--- src/rtl/mul_div_pkg.sv ---
//==============================================================================
// mul_div_pkg : operation codes and FSM encoding for the iterative HI/LO unit
// Revision    : 1.0
//==============================================================================
`default_nettype none

package mul_div_pkg;

    localparam logic [1:0] OP_MULT  = 2'b00;
    localparam logic [1:0] OP_MULTU = 2'b01;
    localparam logic [1:0] OP_DIV   = 2'b10;
    localparam logic [1:0] OP_DIVU  = 2'b11;

    typedef enum logic [1:0] {
        ST_IDLE = 2'd0,
        ST_RUN  = 2'd1,
        ST_FIX  = 2'd2,
        ST_DONE = 2'd3
    } state_t;

    // Low op bit clear means a two's-complement operation (MULT, DIV).
    function automatic logic is_signed_op(input logic [1:0] op);
        return ~op[0];
    endfunction

    function automatic logic is_div_op(input logic [1:0] op);
        return op[1];
    endfunction

endpackage

`default_nettype wire

--- src/rtl/abs_conv.sv ---
//==============================================================================
// abs_conv : magnitude and sign extraction of an optionally signed value
// Revision : 1.0
//==============================================================================
`default_nettype none

module abs_conv
    import mul_div_pkg::*;
#(
    parameter int WIDTH = 32
) (
    input  logic [WIDTH-1:0] value,
    input  logic             is_signed,
    output logic [WIDTH-1:0] mag,
    output logic             neg
);

    // The most-negative input maps to 2**(WIDTH-1), which is exact as unsigned.
    always_comb begin
        neg = is_signed & value[WIDTH-1];
        mag = neg ? (~value + {{(WIDTH-1){1'b0}}, 1'b1}) : value;
    end

endmodule

`default_nettype wire

--- src/rtl/mul_div_unit.sv ---
//==============================================================================
// mul_div_unit : iterative shift-add multiplier / restoring divider, HI/LO regs
// Revision     : 1.0
//==============================================================================
`default_nettype none

module mul_div_unit
    import mul_div_pkg::*;
#(
    parameter int WIDTH = 32
) (
    input  logic             clk,
    input  logic             reset,
    input  logic             start,
    input  logic [1:0]       op,
    input  logic [WIDTH-1:0] a,
    input  logic [WIDTH-1:0] b,
    input  logic             wr_en,
    input  logic             wr_hi,
    input  logic [WIDTH-1:0] wr_data,
    output logic             busy,
    output logic             done,
    output logic [WIDTH-1:0] hi,
    output logic [WIDTH-1:0] lo
);

    localparam int CNT_W = $clog2(WIDTH + 1);

    state_t               state_q,    state_d;
    logic [1:0]           op_q,       op_d;
    logic                 sign_a_q,   sign_a_d;
    logic                 sign_b_q,   sign_b_d;
    logic                 div_zero_q, div_zero_d;
    logic [WIDTH-1:0]     opnd_q,     opnd_d;
    logic [2*WIDTH-1:0]   acc_q,      acc_d;
    logic [CNT_W-1:0]     cnt_q,      cnt_d;
    logic [WIDTH-1:0]     hi_q,       hi_d;
    logic [WIDTH-1:0]     lo_q,       lo_d;
    logic                 done_q,     done_d;

    logic                 op_signed;
    logic [WIDTH-1:0]     a_mag;
    logic [WIDTH-1:0]     b_mag;
    logic                 a_neg;
    logic                 b_neg;

    assign op_signed = is_signed_op(op);

    abs_conv #(.WIDTH(WIDTH)) u_abs_a (
        .value     (a),
        .is_signed (op_signed),
        .mag       (a_mag),
        .neg       (a_neg)
    );

    abs_conv #(.WIDTH(WIDTH)) u_abs_b (
        .value     (b),
        .is_signed (op_signed),
        .mag       (b_mag),
        .neg       (b_neg)
    );

    // One iteration of each algorithm; acc holds {high, low} halves.
    logic [WIDTH:0]       mul_sum;
    logic [2*WIDTH-1:0]   mul_step;
    logic [WIDTH+1:0]     div_trial;
    logic [2*WIDTH-1:0]   div_step;

    always_comb begin
        mul_sum  = {1'b0, acc_q[2*WIDTH-1:WIDTH]}
                 + (acc_q[0] ? {1'b0, opnd_q} : {(WIDTH+1){1'b0}});
        mul_step = {mul_sum, acc_q[WIDTH-1:1]};

        div_trial = {1'b0, acc_q[2*WIDTH-1:WIDTH], acc_q[WIDTH-1]} - {2'b00, opnd_q};
        if (!div_trial[WIDTH+1]) begin
            div_step = {div_trial[WIDTH-1:0], acc_q[WIDTH-2:0], 1'b1};
        end else begin
            div_step = {acc_q[2*WIDTH-2:0], 1'b0};
        end
    end

    // Sign correction of the unsigned result.
    logic [WIDTH-1:0]     quot;
    logic [WIDTH-1:0]     rem;
    logic [2*WIDTH-1:0]   prod_fixed;
    logic [WIDTH-1:0]     res_hi;
    logic [WIDTH-1:0]     res_lo;

    always_comb begin
        quot       = acc_q[WIDTH-1:0];
        rem        = acc_q[2*WIDTH-1:WIDTH];
        prod_fixed = (sign_a_q ^ sign_b_q) ? -acc_q : acc_q;
        res_hi     = prod_fixed[2*WIDTH-1:WIDTH];
        res_lo     = prod_fixed[WIDTH-1:0];
        if (is_div_op(op_q)) begin
            if (div_zero_q) begin
                // Remainder is |a| here; restoring the sign of a yields a itself.
                res_lo = {WIDTH{1'b1}};
                res_hi = sign_a_q ? -rem : rem;
            end else begin
                res_lo = (sign_a_q ^ sign_b_q) ? -quot : quot;
                res_hi = sign_a_q ? -rem : rem;
            end
        end
    end

    always_comb begin
        state_d    = state_q;
        op_d       = op_q;
        sign_a_d   = sign_a_q;
        sign_b_d   = sign_b_q;
        div_zero_d = div_zero_q;
        opnd_d     = opnd_q;
        acc_d      = acc_q;
        cnt_d      = cnt_q;
        hi_d       = hi_q;
        lo_d       = lo_q;
        done_d     = 1'b0;

        case (state_q)
            ST_IDLE: begin
                if (wr_en) begin
                    if (wr_hi) begin
                        hi_d = wr_data;
                    end else begin
                        lo_d = wr_data;
                    end
                end
                if (start) begin
                    state_d    = ST_RUN;
                    op_d       = op;
                    sign_a_d   = a_neg;
                    sign_b_d   = b_neg;
                    div_zero_d = is_div_op(op) && (b == {WIDTH{1'b0}});
                    opnd_d     = b_mag;
                    acc_d      = {{WIDTH{1'b0}}, a_mag};
                    cnt_d      = CNT_W'(WIDTH);
                end
            end
            ST_RUN: begin
                acc_d = is_div_op(op_q) ? div_step : mul_step;
                cnt_d = cnt_q - CNT_W'(1);
                if (cnt_q == CNT_W'(1)) begin
                    state_d = ST_FIX;
                end
            end
            ST_FIX: begin
                hi_d    = res_hi;
                lo_d    = res_lo;
                state_d = ST_DONE;
            end
            ST_DONE: begin
                done_d  = 1'b1;
                state_d = ST_IDLE;
            end
            default: begin
                state_d = ST_IDLE;
            end
        endcase
    end

    always_ff @(posedge clk or negedge reset) begin
        if (!reset) begin
            state_q    <= ST_IDLE;
            op_q       <= 2'b00;
            sign_a_q   <= 1'b0;
            sign_b_q   <= 1'b0;
            div_zero_q <= 1'b0;
            opnd_q     <= '0;
            acc_q      <= '0;
            cnt_q      <= '0;
            hi_q       <= '0;
            lo_q       <= '0;
            done_q     <= 1'b0;
        end else begin
            state_q    <= state_d;
            op_q       <= op_d;
            sign_a_q   <= sign_a_d;
            sign_b_q   <= sign_b_d;
            div_zero_q <= div_zero_d;
            opnd_q     <= opnd_d;
            acc_q      <= acc_d;
            cnt_q      <= cnt_d;
            hi_q       <= hi_d;
            lo_q       <= lo_d;
            done_q     <= done_d;
        end
    end

    // done is registered out of DONE so it coincides with the return to IDLE.
    assign busy = (state_q != ST_IDLE);
    assign done = done_q;
    assign hi   = hi_q;
    assign lo   = lo_q;

endmodule

`default_nettype wire

--- config.mk ---
export PLATFORM = sky130hd
export DESIGN_NAME = mul_div_unit
export DESIGN_NICKNAME = d
export VERILOG_FILES = /design/src/rtl/mul_div_pkg.sv /design/src/rtl/abs_conv.sv /design/src/rtl/mul_div_unit.sv
export SDC_FILE = /design/constraint.sdc
export NUM_CORES = 1
export LEC_CHECK = 0
export ABC_AREA = 1
export BUFFER_PORTS_ARGS = -buffer_cell sky130_fd_sc_hd__buf_2
export CAP_MARGIN = 5
export CORE_AREA = 3 3 229 231
export CTS_BUF_LIST = sky130_fd_sc_hd__clkbuf_2 sky130_fd_sc_hd__clkbuf_4 sky130_fd_sc_hd__clkbuf_8
export DETAILED_ROUTE_END_ITERATION = 10
export DIE_AREA = 0 0 232 234
export GPL_TIMING_DRIVEN = 0
export PLACE_DENSITY = 0.64
export SETUP_SLACK_MARGIN = 0.15
export SLEW_MARGIN = 20
export SYNTH_ARGS = -nofsm -noshare
export SYNTH_HDL_FRONTEND = slang
export SYNTH_SLANG_ARGS = --single-unit
export TNS_END_PERCENT = 20
--- constraint.sdc ---
create_clock -name clk -period 3.7 [get_ports clk]
set_input_delay 1.11 -clock clk [delete_from_list [all_inputs] [get_ports clk]]
set_output_delay 1.11 -clock clk [all_outputs]
set_load 0.01 [all_outputs]
### Yosys cells after proc, flatten, opt, wreduce, memory -nomap -nowiden

Index checks and enable logic that the tools add are counted.

| cells by class | value |
|---|---|
| $add $sub $neg | 8 |
| eq/ne operators | 9 |
| mux-type cells | 25 |
| bitwise operators | 6 |
| reduce and logical (&&, ||, !) cells | 11 |

Operators by type and width:

| cell | count |
|---|---|
| 32-bit two-way mux | 12 |
| 64-bit two-way mux | 4 |
| 32-bit case mux with 2 select lines | 2 |
| 64-bit case mux with 2 select lines | 1 |
| 32-bit by 1-bit adder with 32-bit output, second input constant | 2 |
| 32-bit negation | 2 |
| 64-bit negation | 1 |
| 32-bit NOT | 2 |
| 33-bit by 32-bit subtractor with 34-bit output | 1 |
| 32-bit by 32-bit adder with 33-bit output | 1 |
| 32-bit zero test | 1 |
| 6-bit case mux with 2 select lines | 1 |
| 2-bit != test, second input constant | 5 |
| 2-bit case mux with 4 select lines | 1 |
| 6-bit by 1-bit equality test with 1-bit output, second input constant | 1 |
| 6-bit two-way mux | 1 |
| 2-bit AND reduction | 3 |
| 3-bit AND reduction | 2 |
| 2-bit nonzero test | 3 |
| 6-bit by 1-bit subtractor with 6-bit output, second input constant | 1 |
| 2-bit equality test, second input constant | 2 |
| 2-bit two-way mux | 2 |
| 1-bit AND | 2 |
| 2-bit by 1-bit equality test with 1-bit output, second input constant | 1 |
| 5 further kinds | 5 |

| storage, ports and cells | value |
|---|---|
| register bits after elaboration | 174 |
| bits of input ports | 103 |
| logic and storage cells | 70 |

### Longest topological paths before layout

Gate-level depths: netlist of run 1.

| depth | value |
|---|---|
| depth after elaboration | 5 |
| gate-level depth with buffers | 20 |
| gate-level depth less buffers | 18 |

### By module

From an unflattened synthesis of run 1, not the netlist that was laid out.

| second synthesis, totals | value |
|---|---|
| cell total of the unflattened synthesis | 3012 |
| area, all modules | 17738.3 um2 |

Modules (own cells, without submodules):

| module | instances | cells an instance | area each (um2) | sequential area each (um2) |
|---|---|---|---|---|
| mul_div_unit | 1 | 2558 | 15578.7 | 4329.2 |
| abs_conv | 2 | 227 | 1079.8 | 0.0 |

### Worst setup path after synthesis of run 1

OpenSTA, ideal clock, no wires.

| timing path | value |
|---|---|
| path type | input port to flip-flop |
| start point | in b[0] |
| end point | reg opnd_q[30] |
| arrival time | 2.379 ns |
| data required time | 3.572 ns |
| path slack | 1.192 ns |
| stages on the path | 14 |
| buffers on the path | 0 |
| cell sequence | inv_1 > ha_1 > inv_1 > nor3_2 > nand2_1 > nor2_1 > nand2_1 > nor2_2 > nand3_1 > nand2_1 > nand2_1 > xor2_1 > nand2_1 > o21ai_1 |

| between the ends | value |
|---|---|
| cells in the longest elaborated chain, start to end | 3 |

RTL lines:

| what | RTL line | source |
|---|---|---|
| start: declaration | mul_div_unit.sv:17 | `input logic [WIDTH-1:0] b,` |
| 32-bit NOT | abs_conv.sv:21 | `mag = neg ? (~value + {{(WIDTH-1){1'b0}}, 1'b1}) : value;` |
| 32-bit by 1-bit adder with 32-bit output | abs_conv.sv:21 |  |
| 32-bit two-way mux | abs_conv.sv:21 |  |
| end signal: assignment | mul_div_unit.sv:181 | `opnd_q <= opnd_d;` |
| end: declaration | mul_div_unit.sv:34 | `logic [WIDTH-1:0] opnd_q, opnd_d;` |

No other way between the ends.
A chain may end at the register's enable or synchronous reset.

### Worst setup path after layout of run 1

| timing path | value |
|---|---|
| start point | reg acc_q[31] |
| end point | reg acc_q[46] |

| between the ends | value |
|---|---|
| cells in the longest elaborated chain, start to end | 4 |

RTL lines:

| what | RTL line | source |
|---|---|---|
| start: declaration | mul_div_unit.sv:35 | `logic [2*WIDTH-1:0] acc_q, acc_d;` |
| start signal: assignment | mul_div_unit.sv:170 | `acc_q <= '0;` |
| start signal: assignment | mul_div_unit.sv:182 | `acc_q <= acc_d;` |
| 33-bit by 32-bit subtractor with 34-bit output | mul_div_unit.sv:74 | `div_trial = {1'b0, acc_q[2*WIDTH-1:WIDTH], acc_q[WIDTH-1]} - {2'b00, opnd_q};` |
| 64-bit two-way mux | mul_div_unit.sv:75 | `if (!div_trial[WIDTH+1]) begin` |
| 64-bit two-way mux | mul_div_unit.sv:141 | `acc_d = is_div_op(op_q) ? div_step : mul_step;` |
| 64-bit case mux with 2 select lines | mul_div_unit.sv:120 | `case (state_q)` |

No other way between the ends.

==> results.yml, run 1 <==
floorplan:
  die_h_um: 234
  core_area_um2: 50300
  die_area_um2: 54300
  rows: 82
  pin_count: 169
  die_w_um: 232
  start_util: 0.351
synthesis:
  synthMuxAreaShare: 0
  synth_xor_area_frac: 0.0203
  synth_top_family_by_area: "simple AND/OR/NAND/NOR gates"
  synth-seq-area-share: 0.245
  yosysWarnings: 0
  synth_edf_count: 0
  netlist_area_um2: 17700
  yosysMostFrequentCell: "nand2_1"
  synthCells: 2995
  ys_ff_latch: 173
  yosysUniqueCellTypes: 54
  synth-simple-area-share: 0.397
  synth_area_per_cell_um2: 5.90
  yosys-top-cells-area: "dfrtp_1, nand2_1, inv_1"
  synth_common_cells: "nand2_1, inv_1, nor2_1"
  ys.flop_type: "dfrtp_1"
  yosysTopAreaCellShare: 0.245
  yosys.area.top_type: "dfrtp_1"
  synth_nets: 3174
  synth_compound_area_frac: 0.170
  synthAdderAreaFrac: 0.0547
  async_reset_ff_frac: 1.00
clocking:
  cts_tree: "built"
  htreeDepth: 4
  cts.clk_slew.worst_paths_ps: 100
  cts.sink_count: 173
  cts_made_buffers: 17
  cts_hold_buf: 0
  clk_path_buf_depth: 2
  cts-resized-gates: 0
  cts_setup_buffers: 0
  clockRootBuffer: "clkbuf_8"
  insertion_delay_ps: 550
detailed_routing:
  wirelength_mm: 73.5
  drtIter0Drc: 2116
  wl_per_cell_um: 19.0
  post-route-drc-count: 0
  ant_nets: 0
  drt-pass1-iter-count: 8
  vias_per_cell: 5.28
  vias: 20400
place:
  hpwlAfterDp_mm: 60.4
  place_inst: 3836
  routabilityCongestion: 1.04
  port_buffers: 168
timing:
  finClkSkew_ps: 21.4
  fin_crit_sh: 0.865
  slew_viol_final: 0
  tightest_slew_ps: 982
  max_freq_ghz: 0.312
  relSlewSlack: 0.345
  fin_setup_tns_ps: 0
  rsz0062_at_grt: "no"
  timing_hold_violations_final: 0
  period_minus_slack_ps: 3200
  setup_viol: 0
  whs_ps: 492
power_and_ir_drop:
  p_leak_nw: 10.2
  peakVddDrop_uv: 349
  p_per_area_nw_per_um2: 1000
worst_setup_path:
  timing.rr.start: "acc_q[31]"
  r2r_slack_ps: 500
  crit_type: "reg2reg"
  path_cells: "clkinv_1 -> ha_1 -> inv_1 -> fa_1 -> nand2_1 -> nand2_1 -> nand3b_1 -> nand2_1 -> nand2_1 -> nand3_1 -> o21ai_0 -> a21oi_1 -> nand2_1 -> nand3_1 -> nand2_1"
  cp-start-kind: "flip-flop"
  rr_endpoint: "acc_q[46]"
  worst_path_max_delay_cell: "dfrtp_1"
  worst_ep_required_time_ps: 4140
  path_common_cell: "nand2_1"
  critPathMaxFanout: 9
  cp.arrival_ps: 3640
  critPathCaptureType: "flip-flop"
  max_stage_delay_ps: 470
  r2r_cells: 15
layout:
  drive_gt1_frac: 0.101
  instances_no_fill: 3868
  multiInputGateArea_um2: 11300
  fillers: 5700
  final_core_util: 0.394
  nNetsFinal: 3361
  area_growth_pct: 12.2
  regArea_um2: 4330
grt:
  grt-ovfl-total: 0
  antenna_found_initial: 3
  grt_usage: 0.266
  grt_pass1_vias: 19000
  grt_start_max_net_pins: 94
  grt_first_pass_wirelength_mm: 111
run:
  cap_viol_max_count: 0
hold_path:
  hold_class: "reg2reg"
  holdPathEnd: "lo[1]"
  min_from: "lo[1]"
  min_path_cells: 2
status:
  status: "finished clean"
[power breakdown]
| group | switching (mW) | total [mW] | internal [mW] |
|---|---|---|---|
| clock network | 0.823 | 1.54 | 0.716 |
| registers | 1.37 | 4.19 | 2.82 |
| logic | 9.77 | 14.2 | 4.40 |
[per-stage QoR]
| stage | setup WS, ps | area, um2 | power [mW] |
|---|---|---|---|
| 5_1_grt | 346 | 19800 | 21.7 |
| 3_5_place_dp | 309 | 19400 | 18.0 |
| 2_1_floorplan | 1190 | 17700 | 13.2 |
| 6_report | 498 | 19800 | 19.9 |
| 3_3_place_gp | -1460 | 19300 | 17.9 |
| 4_1_cts | 279 | 19800 | 19.5 |
[kinds of logic after synthesis]
group | Yosys count
and+or+nand+nor | 1633
AOI/OAI and AO/OA | 562
xor gates and xnor gates | 41
buffers and inverters | 510
DFF | 173
adders and majority gates | 76
[critical path, delay by kind of cell (launching register included)]
kind	cells	cell delay [ps]
and+or+nand+nor	9	1030
adders and majority gates	2	700
buffers and inverters	2	570
DFF	1	470
AOI/OAI and AO/OA	2	340
[cells in the final DEF, fill, tap and decap left out, types with 19 or more instances in the layout]
cell	instances
dfrtp_1	173
nor2_1	359
buf_2	186
inv_1	398
o21ai_1	26
a31oi_1	19
nand2_1	834
clkbuf_8	19
nand4_1	39
o21ai_0	203
nand3_1	272
xor2_1	34
nor3_1	32
clkbuf_1	60
a21oi_1	260
ha_1	74
[flip-flops by register name (all words and copies together) (netlist names)]
register,cells
acc_q,64
hi,32
lo,32
opnd_q,32
cnt_q,6
state_q,2
div_zero_q,1
done,1
op_q,1
sign_a_q,1
sign_b_q,1
[per-layer routing]
metal,vias to the layer above,routed length [um],share of wire,track usage
met5,-,26,0.00035,0
met4,4,3060,0.042,0.106
met3,155,6840,0.093,0.0606
met2,898,31500,0.43,0.407
met1,9303,32100,0.44,0.363
li1,10100,-,-,-
[worst max path at each step]
stage                     startpoint  slack, ps         end
after global routing       acc_q[31]        350   acc_q[44]
after CTS                   acc_q[0]        280   acc_q[61]
after detailed placement    acc_q[0]        310   acc_q[61]
after floorplan                 b[0]       1190  opnd_q[30]
after global placement         reset      -1460  opnd_q[28]
final                      acc_q[31]        500   acc_q[46]
[area by class of cell]
cell class              instances  area share
clock buffers                  19      0.0132
clock inverters                13     0.00878
plain buffers                  93      0.0211
well taps                     672      0.0424
flip-flops and latches        173       0.219
multi-input cells            2312       0.573
diodes                          1    0.000126
inverters                     416      0.0790
repair buffers                169      0.0443
Power figures use the tool's default switching activity.
==> run 2: changes to the inputs <==
- CTS_BUF_LIST: sky130_fd_sc_hd__clkbuf_2 sky130_fd_sc_hd__clkbuf_4 sky130_fd_sc_hd__clkbuf_8 -> default
==> run 2 against run 1 <==
Via count grew 0.19%. Utilization increased by 0.38 points. Sequential power about the same. Count of clock-buffer cells in the layout unchanged. Hold slack got worse by 6.7 ps. Sequential cell count is the same.
==> results.yml, run 2 (synthesized netlist as in run 1, its figures left out) <==
detailed_routing:
  post-route-drc-count: 0
  vias: 20500
  met1_length_mm: 32.1
  routed.top_layer: "met5"
  ant_nets: 0
  wirelength_mm: 73.6
  met2_length_mm: 31.5
  drtIter0Drc: 1995
  drt-pass1-iter-count: 8
  wl_per_cell_um: 19.0
  wl_met3_mm: 6.86
  vias_per_cell: 5.29
worst_setup_path:
  critPathCaptureType: "flip-flop"
  worst_path_max_delay_cell: "fa_1"
  path_common_cell: "nand2_1"
  max_stage_delay_ps: 510
  r2r_slack_ps: 230
  worst_ep_required_time_ps: 4070
  path_cells: "buf_6 -> clkbuf_1 -> nand2_1 -> inv_1 -> ha_1 -> inv_1 -> fa_1 -> o21ai_2 -> nand2_1 -> nand2_1 -> nand2_1 -> nand2_1 -> nand2_1 -> nand3_1 -> nand3_1 -> nand2_1 -> inv_1 -> nand2_1 -> nand2_1"
  cp.arrival_ps: 3840
  crit_type: "reg2reg"
  critPathMaxFanout: 10
  cp-start-kind: "flip-flop"
layout:
  final_area_um2: 20000
  area_growth_pct: 13.3
  final_core_util: 0.398
  nNetsFinal: 3362
  instances_no_fill: 3868
  drive_gt1_frac: 0.101
  final_cell_mix: "nand2_1, inv_1, nor2_1, nand3_1, a21oi_1"
  largest_register_ffs: 64
  top_register: "acc_q"
  layout_commonest_cell: "nand2_1"
  antennaDiodeCount: 0
clocking:
  clockRootBuffer: "clkbuf_16"
  cts_hold_buf: 0
  htreeDepth: 4
  cts_made_buffers: 17
  insertion_delay_ps: 480
  cts.clk_slew.worst_paths_ps: 70
  cts_tree: "built"
  clk_path_buf_depth: 2
  cts.sink_count: 173
floorplan:
  pin_count: 169
  rows: 82
  die_w_um: 232
  die_area_um2: 54300
  core_area_um2: 50300
  start_util: 0.351
  die_h_um: 234
grt:
  antenna_found_initial: 3
  grt_pass1_vias: 19100
  grt_start_max_net_pins: 94
  grt-ovfl-total: 0
  grt_first_pass_wirelength_mm: 110
  grt_usage: 0.266
place:
  placed_cell_area_um2: 19400
  place_inst: 3836
  dpl_worst_slack_ps: 309
  routabilityCongestion: 1.04
  hpwlAfterDp_mm: 60.4
  port_buffers: 168
timing:
  relSlewSlack: 0.325
  setup_viol: 0
  period_minus_slack_ps: 3470
  fin_setup_tns_ps: 0
  whs_ps: 485
  max_freq_ghz: 0.288
  timing_hold_violations_final: 0
  fin_ws_ps: 227
  slew_viol_final: 0
  fin_crit_sh: 0.939
  tightest_slew_ps: 1010
  rsz0062_at_grt: "yes"
  finClkSkew_ps: 14.0
power_and_ir_drop:
  p_per_area_nw_per_um2: 1020
  post-layout-total-power_mw: 20.4
  peakVddDrop_uv: 457
  p_leak_nw: 10.3
hold_path:
  hold_class: "reg2reg"
run:
  cap_viol_max_count: 0
status:
  status: "finished clean"
==> run 2: changes by cell type in the layout (fill, tap and decap cells not counted) <==
cell       before  now
clkbuf_1       60   61
clkbuf_16       0   17
clkbuf_8       19    2
diode_2         1    0
o21ai_0       203  202
o21ai_1        26   27
==> run 2: metal layers <==
| layer | up-vias | global-route usage |
|---|---|---|
| met5 | - | 0 |
| met4 | 6 | 0.114 |
| met3 | 146 | 0.0663 |
| met2 | 902 | 0.405 |
| met1 | 9332 | 0.359 |
| li1 | 10100 | - |
==> run 2: worst paths after layout <==
path / startpoint / endpoint / cells after the start
max in group asynchronous: reset / opnd_q[20] / 2
worst max-delay path: acc_q[0] / acc_q[61] / 19
worst min-delay path: lo[1] / lo[1] / 2
worst min register to register: lo[1] / lo[1] / 2
worst max register to register: acc_q[0] / acc_q[61] / 19
min in group asynchronous: reset / lo[19] / 1
==> run 2: worst max-delay path, delay by kind of cell, from the launching register on <==
kind,cells,cell delay [ps]
adder cells (fa/ha/maj),2,740
AO/OA/AOI/OAI,1,370
buffers and inverters,5,800
AND/OR/NAND/NOR,11,1090
flip-flops,1,340
==> run 2: power breakdown <==
part	switching, mW	internal, mW
Sequential	1.37	2.83
Clock	0.878	1.11
Combinational	9.79	4.40
Total	12.0	8.34
==> run 2: timing repair <==
item,CTS,global route
gates resized for setup,0,1
buffers inserted,0,0
endpoints found under the setup margin,0,2
==> run 2: area by class of cell <==
| class | instances | area [um2] |
|---|---|---|
| fill | 5671 | 30300 |
| multi-input combinational | 2312 | 11300 |
| buffer | 94 | 422 |
| inverter | 416 | 1570 |
| sequential | 173 | 4330 |
| tap | 672 | 841 |
| clock buffer | 19 | 453 |
| clock inverter | 13 | 174 |
| timing repair buffer | 169 | 878 |
